### src/rtl/video_timing_gen.sv
// video_timing_gen: raster timing source (pixel enable, blanking, sync, position).
// Optional feature: define VIDEO_TIMING_INTERLACE_EN for an alternating field
// with one extra blanked line on field-1 frames.
module video_timing_gen #(
  parameter int unsigned CE_DIV   = 4,
  parameter int unsigned H_ACTIVE = 640,
  parameter int unsigned H_FP     = 16,
  parameter int unsigned H_SYNC   = 96,
  parameter int unsigned H_BP     = 48,
  parameter int unsigned V_ACTIVE = 480,
  parameter int unsigned V_FP     = 10,
  parameter int unsigned V_SYNC   = 2,
  parameter int unsigned V_BP     = 33,
  parameter int unsigned HS_NEG   = 1,
  parameter int unsigned VS_NEG   = 1
) (
  input  logic        clk,
  input  logic        reset,
  output logic        pix_ce,
  output logic        hblank,
  output logic        vblank,
  output logic        hs,
  output logic        vs,
  output logic        de,
  output logic [11:0] hcount,
  output logic [11:0] vcount,
  output logic        field
);

  localparam int unsigned CW      = 12;
  localparam int unsigned DIV_W   = 4;
  localparam int unsigned H_TOTAL = H_ACTIVE + H_FP + H_SYNC + H_BP;
  localparam int unsigned V_TOTAL = V_ACTIVE + V_FP + V_SYNC + V_BP;

  localparam logic [DIV_W-1:0] DIV_MAX   = DIV_W'(CE_DIV - 1);
  localparam logic [CW-1:0]    H_LAST    = CW'(H_TOTAL - 1);
  localparam logic [CW-1:0]    H_ACT_C   = CW'(H_ACTIVE);
  localparam logic [CW-1:0]    HS_BEG_C  = CW'(H_ACTIVE + H_FP);
  localparam logic [CW-1:0]    HS_END_C  = CW'(H_ACTIVE + H_FP + H_SYNC);
  localparam logic [CW-1:0]    V_LAST    = CW'(V_TOTAL - 1);
  localparam logic [CW-1:0]    V_ACT_C   = CW'(V_ACTIVE);
  localparam logic [CW-1:0]    VS_BEG_C  = CW'(V_ACTIVE + V_FP);
  localparam logic [CW-1:0]    VS_END_C  = CW'(V_ACTIVE + V_FP + V_SYNC);
  localparam logic             HS_POL    = 1'(HS_NEG);
  localparam logic             VS_POL    = 1'(VS_NEG);

  // Elaboration-time parameter sanity checks
  if (CE_DIV < 1 || CE_DIV > 16) begin : g_bad_ce_div
    $error("video_timing_gen: CE_DIV must be in 1..16");
  end
  if (H_TOTAL > 4096) begin : g_bad_h_total
    $error("video_timing_gen: H_TOTAL exceeds 4096");
  end
  if (V_TOTAL > 4096) begin : g_bad_v_total
    $error("video_timing_gen: V_TOTAL exceeds 4096");
  end
`ifdef VIDEO_TIMING_INTERLACE_EN
  // The extra field-1 line is numbered V_TOTAL and must fit the 12-bit counter
  if (V_TOTAL > 4095) begin : g_bad_v_total_il
    $error("video_timing_gen: V_TOTAL must be below 4096 with interlace");
  end
`endif

  logic [DIV_W-1:0] div_q, div_d;
  logic             pix_ce_q, pix_ce_d;
  logic [CW-1:0]    hcount_q, hcount_d;
  logic [CW-1:0]    vcount_q, vcount_d;
  logic             hblank_q, hblank_d;
  logic             vblank_q, vblank_d;
  logic             hs_q, hs_d;
  logic             vs_q, vs_d;
  logic             de_q, de_d;
  logic [CW-1:0]    last_line;
  logic             frame_wrap;

`ifdef VIDEO_TIMING_INTERLACE_EN
  logic             field_q, field_d;

  // Field-1 frames run one line longer
  always_comb begin
    last_line = V_LAST;
    if (field_q) last_line = CW'(V_TOTAL);
  end

  // Field flips on every frame wrap
  always_comb begin
    field_d = field_q;
    if (frame_wrap) field_d = ~field_q;
  end

  // Field register
  always_ff @(posedge clk or posedge reset) begin
    if (reset) field_q <= 1'b0;
    else       field_q <= field_d;
  end

  assign field = field_q;
`else
  assign last_line = V_LAST;
  assign field     = 1'b0;
`endif

  // Divider, counter advance and decode of the next position
  always_comb begin
    div_d      = div_q + DIV_W'(1);
    pix_ce_d   = 1'b0;
    hcount_d   = hcount_q;
    vcount_d   = vcount_q;
    frame_wrap = 1'b0;

    if (div_q == DIV_MAX) begin
      div_d    = '0;
      pix_ce_d = 1'b1;
    end

    if (pix_ce_q) begin
      if (hcount_q == H_LAST) begin
        hcount_d = '0;
        if (vcount_q == last_line) begin
          vcount_d   = '0;
          frame_wrap = 1'b1;
        end else begin
          vcount_d = vcount_q + CW'(1);
        end
      end else begin
        hcount_d = hcount_q + CW'(1);
      end
    end

    hblank_d = (hcount_d >= H_ACT_C);
    vblank_d = (vcount_d >= V_ACT_C);
    hs_d     = ((hcount_d >= HS_BEG_C) && (hcount_d < HS_END_C)) ^ HS_POL;
    vs_d     = ((vcount_d >= VS_BEG_C) && (vcount_d < VS_END_C)) ^ VS_POL;
    de_d     = !hblank_d && !vblank_d;
  end

  // Timing state and registered outputs
  always_ff @(posedge clk or posedge reset) begin
    if (reset) begin
      div_q    <= '0;
      pix_ce_q <= 1'b0;
      hcount_q <= '0;
      vcount_q <= '0;
      hblank_q <= 1'b0;
      vblank_q <= 1'b0;
      hs_q     <= HS_POL;
      vs_q     <= VS_POL;
      de_q     <= 1'b1;
    end else begin
      div_q    <= div_d;
      pix_ce_q <= pix_ce_d;
      hcount_q <= hcount_d;
      vcount_q <= vcount_d;
      hblank_q <= hblank_d;
      vblank_q <= vblank_d;
      hs_q     <= hs_d;
      vs_q     <= vs_d;
      de_q     <= de_d;
    end
  end

  assign pix_ce = pix_ce_q;
  assign hcount = hcount_q;
  assign vcount = vcount_q;
  assign hblank = hblank_q;
  assign vblank = vblank_q;
  assign hs     = hs_q;
  assign vs     = vs_q;
  assign de     = de_q;

endmodule

### config.mk
export PLATFORM = sky130hd
export DESIGN_NAME = video_timing_gen
export DESIGN_NICKNAME = d
export VERILOG_FILES = /design/src/rtl/video_timing_gen.sv
export SDC_FILE = /design/constraint.sdc
export NUM_CORES = 1
export LEC_CHECK = 0
export BUFFER_PORTS_ARGS = -buffer_cell sky130_fd_sc_hd__buf_4
export CAP_MARGIN = 10
export CORE_MARGIN = 2
export CORE_UTILIZATION = 59
export DETAILED_ROUTE_END_ITERATION = 10
export PLACE_DENSITY = 0.89
export SLEW_MARGIN = 10
export SYNTH_ARGS = -nofsm -noshare
export SYNTH_HDL_FRONTEND = slang
export SYNTH_SLANG_ARGS = --single-unit
### constraint.sdc
create_clock -name clk -period 7.45 [get_ports clk]
set_input_delay 0.3725 -clock clk [delete_from_list [all_inputs] [get_ports clk]]
set_output_delay 0.3725 -clock clk [all_outputs]
set_load 0.005 [all_outputs]
==> results.txt, run 1 <==
Subtracting the final worst setup slack from the clock period gives 2.77 ns. In this run the count of I/O pins placed on the die edge is 33. For this design the ratio of total power to cell area is 142 nW/um^2.

The flow ran to the end, but the final reports show violations. STA puts the critical path data arrival time at 3.04 ns. The routed wirelength normalized by instance count was 16.3 um. The final routed wirelength across all metal layers was 4030 um; the detailed-route via count was 1,552.

The power consumption is 0.299 mW, and the CTS sink count is 34. The endpoint identified for the worst register-to-register timing path is vs. Routability-driven placement finished with a final weighted congestion of 0.927. The hold violation count in the final report is 0. Worst vdd rail ir drop: 0.000155 V.

The number of global-route vias before repair was 1,488; the vertical extent of the die was 58.6 um. Of the cells placed in the final design, the portion with a size suffix greater than 1 is 24.9%. Global routing used 27.0% of the available tracks. Prior to clock tree synthesis, the placed netlist has a worst setup slack of 4.70 ns. In the routed layout, each cell is associated on average with a via count of 6.26. The die covers 3440 um^2.

The placed instances occupy a cell area of 2040 um^2. Counting cells, the worst reg-to-reg path comes to 7. After synthesis the netlist holds a flip-flop and latch count of 34. The post-synthesis instance area is 1760 um^2, and the relative area change from synthesis to final layout is 19.2%. The kind of end point of the critical path was a flop. The number of instances resized during post-cts repair came out at 0.

Clock slew at the register clock pins of the worst setup and hold paths: 0.11 ns. The worst-case register-to-register setup slack came out at 4.68 ns. For this run, the detailed router's first-pass iteration total came to 7.

On the final layout, the worst clock skew is 0.00794 ns. The ratio of final minimum period to clock period is 37.2%, and the antenna violation net count after detailed routing is 0. For this run, the number of Yosys warnings is 0. The final HPWL from detailed placement was 2940 um. The top cell types in the final layout, fill and taps aside, are buf_4 (33), dfrtp_1 (31), nand2_1 (17). Clock insertion delay at the later pin of the skew report: 0.34 ns. The kind of critical path was flop to flop.

The net count of the finished layout is 222. The deepest level of the CTS H-tree came out at 2. Data on the critical path is required at its endpoint by 7.72 ns. The total core area came out at 2810 um^2. The worst setup path is launched from a flop. Dominant cell type by area after synthesis: dfrtp_1. The type of the worst min-delay path is primary input to async pin. The final reports fail on design-rule violations. Setup repair after global routing left no endpoint under its margin.

Buffers inserted to repair hold after CTS numbered 0. After floorplanning, the core was divided into 19 placement rows. The signal on the critical path passes through ha_1, nand4_1, nor3_4, nand3_1, xor2_1, or4_1, or4b_1.

Timing would allow up to 361 MHz. Sequential elements use 48.5% of the synthesized area. The reg-to-reg critical path startpoint is hcount[0].

The share of synthesized area in the top cell type comes to 44.0%. Setup slack closes at 4.68 ns. The slowest library cell on the worst path is or4b_1. The number of remaining DRC errors is 3. The first global-routing pass estimated 6990 um of wire. Max-cap violations in this run came to 0.

Initial antenna violation count: 0. The tools report the number of DRC markers in iteration 0 as 118. When the netlist entered floorplanning its net count stood at 184.

The logs give 58.9% for the max-slew headroom at the worst pin and 35 for the maximum number of pins on one net before global-route repair. The tools report the post-CTS setup-driven buffer insertion count as 0. In this run the static leakage power is 1.00 nW. For the number of buffers between clock root and the deepest sink, the log shows 2. By area the synthesized netlist is led by dfrtp_1 (44%), xor2_1 (5.0%), dfstp_2 (4.5%).

Input and output buffers added on the ports amount to 31. The post-route setup TNS came out at 0 ns. For the number of buffers added by the clock tree synthesis step, the log shows 5. The run gives 0 as the number of inserted diodes.

The final number of max-transition violations is 0, and the number of inserted filler cells in the final layout is 203. The commonest non-fill, non-tap cell in the layout was buf_4. The tools report the number of failing setup endpoints in the final timing report as 0. Of all nets on the critical path, the largest fanout is 7. The count of different cell masters after synthesis was 44. For this run the aggregate overflow at the end of global routing stands at 0. The maximum cell stage delay along the critical path was 0.53 ns; the width of the chip was 58.6 um. Once layout is done, the placed cells without fillers occupy 2100 um^2. The cell count after synthesis came out at 178. The root buffer selected by CTS is clkbuf_4. The slew of the pin with the lowest slew margin is 0.611 ns. Once the floorplan was initialized, standard cells occupied 62.8% of the core. A synthesized cell averages 9.90 um^2. TritonCTS built the clock tree.
==> layer usage <==
layer,GRT usage [%],up-vias,share of wire [%]
li1,-,708,-
met1,35.6,751,39
met2,43.3,82,49
met3,5.93,11,9.1
met4,11.7,0,2.4
met5,0,-,0
==> state kept, by name (all words and copies together), names as in the netlist <==
register and cells:
hcount 12, div_q 4, pix_ce 1, vcount 12, hs 1, hblank 1, vs 1, vblank 1
de 1
==> critical path: cells and delay by family (launching register included) <==
family | cells | cell delay [ns]
DFF | 1 | 0.44
and+or+nand+nor | 5 | 1.85
adders and majority gates | 1 | 0.24
xor gates and xnor gates | 1 | 0.19
==> synth_stat cells, drive strengths merged <==
master,count
a21oi,2
a311o,1
a31oi,1
and2,1
and3,3
and4,2
and4b,1
buf,1
clkbuf,1
conb,1
dfrtp,31
dfstp,3
ha,4
inv,14
mux2,2
mux2i,1
nand2,17
nand3,11
nand3b,2
nand4,11
nand4bb,1
nor2,14
nor2b,1
nor3,6
nor3b,1
nor4,3
nor4bb,1
o211ai,2
o21ai,11
o2bb2ai,1
o31a,2
o31ai,1
o41ai,1
or2,1
or3,2
or4,3
or4b,1
xnor2,6
xor2,10
==> worst max path at each step <==
stage | start | endpoint | slack, ns
final | hcount[0] | vs | 4.68
after global routing | hcount[0] | vs | 4.45
after CTS | hcount[0] | vs | 4.71
after detailed placement | hcount[0] | vs | 4.70
after global placement | pix_ce | vs | 4.87
after floorplan | hcount[6] | vs | 4.90
==> layout make-up <==
type	instances	area, um^2	share of cell area, %
repair buffers	33	248	11.8
inverters	14	52.6	2.50
multi-input cells	128	843	40.1
flip-flops and latches	34	855	40.7
clock buffers	6	51.3	2.44
well taps	31	38.8	1.85
clock inverters	2	12.5	0.596
==> stage by stage <==
stage / util, % / std cells / hold slack, ns
final: 74.9 / 248 / 0.116
after global routing: 74.9 / 248 / 0.158
after CTS: 74.9 / 248 / 0.125
after detailed placement: 72.6 / 240 / 0.471
after global placement: 72.6 / 240 / 0.445
after floorplan: - / 178 / 0.433
==> where the power goes <==
| part | internal, mW | switching (mW) | total (mW) |
|---|---|---|---|
| Combinational | 0.000716 | 0.00357 | 0.00429 |
| Sequential | 0.185 | 0 | 0.185 |
| Clock | 0.0453 | 0.0647 | 0.110 |
| Total | 0.231 | 0.0683 | 0.299 |
==> cell families (layout without fill, tap and decap cells) <==
| kind of cell | after synthesis | in the layout | synth area share (%) |
|---|---|---|---|
| other | 1 | 1 | 0.213 |
| multiplexers | 3 | 3 | 1.85 |
| buffers and inverters | 16 | 55 | 3.62 |
| AND/OR/NAND/NOR | 82 | 82 | 27.1 |
| flip-flops | 34 | 34 | 48.5 |
| AO/OA/AOI/OAI | 22 | 22 | 7.95 |
| adder cells (fa/ha/maj) | 4 | 4 | 2.84 |
| XOR/XNOR | 16 | 16 | 7.95 |
Note: power is estimated with default switching activity, not from simulation.
==> inputs of run 2 (changes only) <==
--- a/config.mk
+++ b/config.mk
@@ -8,9 +8,9 @@
 export BUFFER_PORTS_ARGS = -buffer_cell sky130_fd_sc_hd__buf_4
 export CAP_MARGIN = 10
 export CORE_MARGIN = 2
-export CORE_UTILIZATION = 59
+export CORE_UTILIZATION = 54
 export DETAILED_ROUTE_END_ITERATION = 10
-export PLACE_DENSITY = 0.89
+export PLACE_DENSITY = 0.83
 export SLEW_MARGIN = 10
 export SYNTH_ARGS = -nofsm -noshare
 export SYNTH_HDL_FRONTEND = slang
==> constraint.sdc (replaced) <==
create_clock -name clk -period 2.55 [get_ports clk]
set_input_delay 0.1275 -clock clk [delete_from_list [all_inputs] [get_ports clk]]
set_output_delay 0.1275 -clock clk [all_outputs]
set_load 0.005 [all_outputs]
==> run 2 against run 1 <==
  * The run ends with negative setup slack left
  * Clock-buffer cell count rose by 1
  * Die area up 8.6%
  * Power increased to 2.9 times the previous value
  * Sequential power grew to 2.9 times the previous value
  * Utilization increased by 2.1 points
  * Final area grew 13%
  * Setup slack got worse by 4.8 ns
  * Fmax is 4.1% higher
  * Global-route usage is 1.4 points lower
  * Wire length grew 13%
  * Sequential cell count is the same
==> results.txt, run 2 (synthesis results as in run 1) <==
The number of inserted filler cells in the final layout is 200, and the vertical extent of the die is 61.1 um. Cells with a size suffix above 1 make up 35.0% of the layout. The final number of max-transition violations was 0; the detailed-routing iteration count for the pre-antenna-repair pass was 4. The area growth from synthesis to layout is 34.6%.

The final worst-path setup slack came out at -0.111 ns. In this run the clock root is driven by a clkbuf_4. The initial antenna violation count was 0. The worst path in the final design needs a cycle of 2.66 ns, including I/O delays and setup. Summing all multi-input logic gate instances after layout gives 881 um^2. The critical path is of the flop to flop type. Dividing the detail-routed via count by the number of cells gives 5.73. The tools report the category of the worst setup path launch point as a flop. 33 I/O pins were placed.

In the final routed layout, each cell accounts on average for 15.7 um. The maximum cell stage delay along the critical path works out to 0.55 ns. The worst hold path belongs to the class primary input to async pin. The power density over cell area works out to 371 nW/um^2. Among cell families on the critical path, the largest total delay comes from simple AND/OR/NAND/NOR gates.

Buffers placed on the I/O ports in this run total 31. Leakage component of the power: 1.15 nW. The kind of end point of the critical path was a flop. Across the VDD grid, the largest voltage drop is 0.000377 V. The slew of the pin with the lowest slew margin is 0.648 ns, and the full die area is 3740 um^2.

Summing over every cut layer, the via total after detailed routing is 1,663. The antenna violation net count after detailed routing is 0, and the maximum fanout encountered on the critical timing path is 5. The max-slew headroom at the worst pin is 56.8%, and the global placer's final weighted congestion is 0.884. Timing would allow up to 376 MHz. In the final layout, flip-flops and latches occupy 855 um^2. The total overflow left after global routing is 0. Maximum number of pins on one net before global-route repair: 19. The sum of buffers and inverters on the critical path is 1, and the width of the chip is 61.1 um. Setup repair after global routing could not meet its margin everywhere. Cell repeated most along the worst path: nand4_1.

The slowest stage of the critical path belongs to the cell or4b_1. The max-capacitance violation count was 0. The run finished, with violations left. The H-tree was split into 2 levels.

Across every metal layer, demand over resource in global routing totals 25.6%. The net total in the final layout came out at 251. Wires add up to 4560 um. The clock drives 34 sinks. 0 antenna diodes ended up in the layout.

Commonest non-fill, non-tap cell in the layout: buf_4. For the number of placement rows, the log shows 20. The critical path goes through ha_4, nand4_1, buf_4, nor3_4, nand4_1, xor2_1, or4_1, or4b_1. Number of global-route vias before repair: 1,534. The logs give 0 for the hold violation count in the final report and 1 for the number of failing setup endpoints in the final timing report. In this run the deepest clock path goes through 2 buffers. Power consumption: 0.880 mW.

In this run, the number of DRC markers left after iteration 0 of detailed routing was 129. The checks that failed: negative setup slack. The worst path uses 104% of the clock period. The tools report the total core area as 3080 um^2. The starting utilization of the core area was 57.2%; the critical path arrival was 2.93 ns.

For the number of remaining DRC errors, the log shows 0. The clock slew at the register clock pins of the worst setup and hold paths is 0.11 ns. TritonCTS built the clock tree. The global-route wire length before repair is 6840 um, and the number of buffers added by the clock tree synthesis step is 5. The logs give 3200 um for the final HPWL from detailed placement and 0.0148 ns for the pre-CTS worst setup slack. In the layout the commonest cells are buf_4 (61), dfrtp_1 (31), nand2_1 (17).

The clock tree skew after final layout is 0.00942 ns. The critical path data required time was 2.82 ns; the clock insertion delay at the later pin of the skew report was 0.36 ns.
run 2: cell types whose count changed in the layout (fill, tap and decap cells not counted), sizes merged:
cell	change
buf	+28
clkbuf	+1
clkinvlp	-1
dlygate4sd3	+1
run 2: through the flow:
stage	util, %	cells	instance area (um^2)	TNS, ns	hold WS, ns
2_1_floorplan	-	178	1760	0	0.267
3_3_place_gp	71.8	274	2210	0	0.231
3_5_place_dp	71.8	274	2210	0	0.264
4_1_cts	74.8	286	2300	0	0.430
5_1_grt	77.0	290	2370	-0.181	0.486
6_report	77.0	290	2370	-0.111	0.405
run 2: final timing paths:
kind / startpoint / cells past startpoint / end / slack [ns]
max: hcount[1] / 8 / vs / -0.11
min: reset / 3 / hcount[3] / 0.40
max reg2reg: hcount[1] / 8 / vs / -0.11
min reg2reg: div_q[0] / 1 / div_q[0] / 0.48
max in group asynchronous: reset / 4 / vs / 1.39
min in group clk: div_q[0] / 1 / div_q[0] / 0.48
run 2: area by class of cell:
type	instances	share of cell area (%)
Clock buffer	7	2.32
Clock inverter	1	0.211
Inverter	14	2.22
Multi-Input combinational cell	128	37.2
Sequential cell	34	36.0
Tap cell	44	2.32
Timing Repair Buffer	62	19.7
run 2: worst reg2reg max path, delay by kind of cell, from the launching register on:
| kind | cells | cell delay [ns] |
|---|---|---|
| xor gates and xnor gates | 1 | 0.18 |
| adders and majority gates | 1 | 0.17 |
| buffers and inverters | 1 | 0.19 |
| DFF | 1 | 0.43 |
| and+or+nand+nor | 5 | 1.62 |
run 2: repair_timing:
item / in CTS / in global routing
pin swaps: 2 / 4
hold buffers: 1 / 0
setup endpoints to repair: 1 / 4
gates resized for setup: 0 / 7
buffers inserted: 3 / 4
endpoints found under the hold margin: 14 / 0
run 2: where the power goes:
| part | internal [mW] | switching (mW) | total, mW |
|---|---|---|---|
| clock | 0.133 | 0.193 | 0.327 |
| combinational | 0.00302 | 0.0110 | 0.0140 |
| sequential | 0.539 | 0 | 0.539 |
run 2: per-layer routing:
layer / track usage, % / vias up / routed length (um)
met4: 13.0 / 0 / 107
met3: 4.62 / 14 / 252
met2: 43.2 / 66 / 2340
met5: 0 / - / 0
li1: - / 773 / -
met1: 31.2 / 810 / 1870
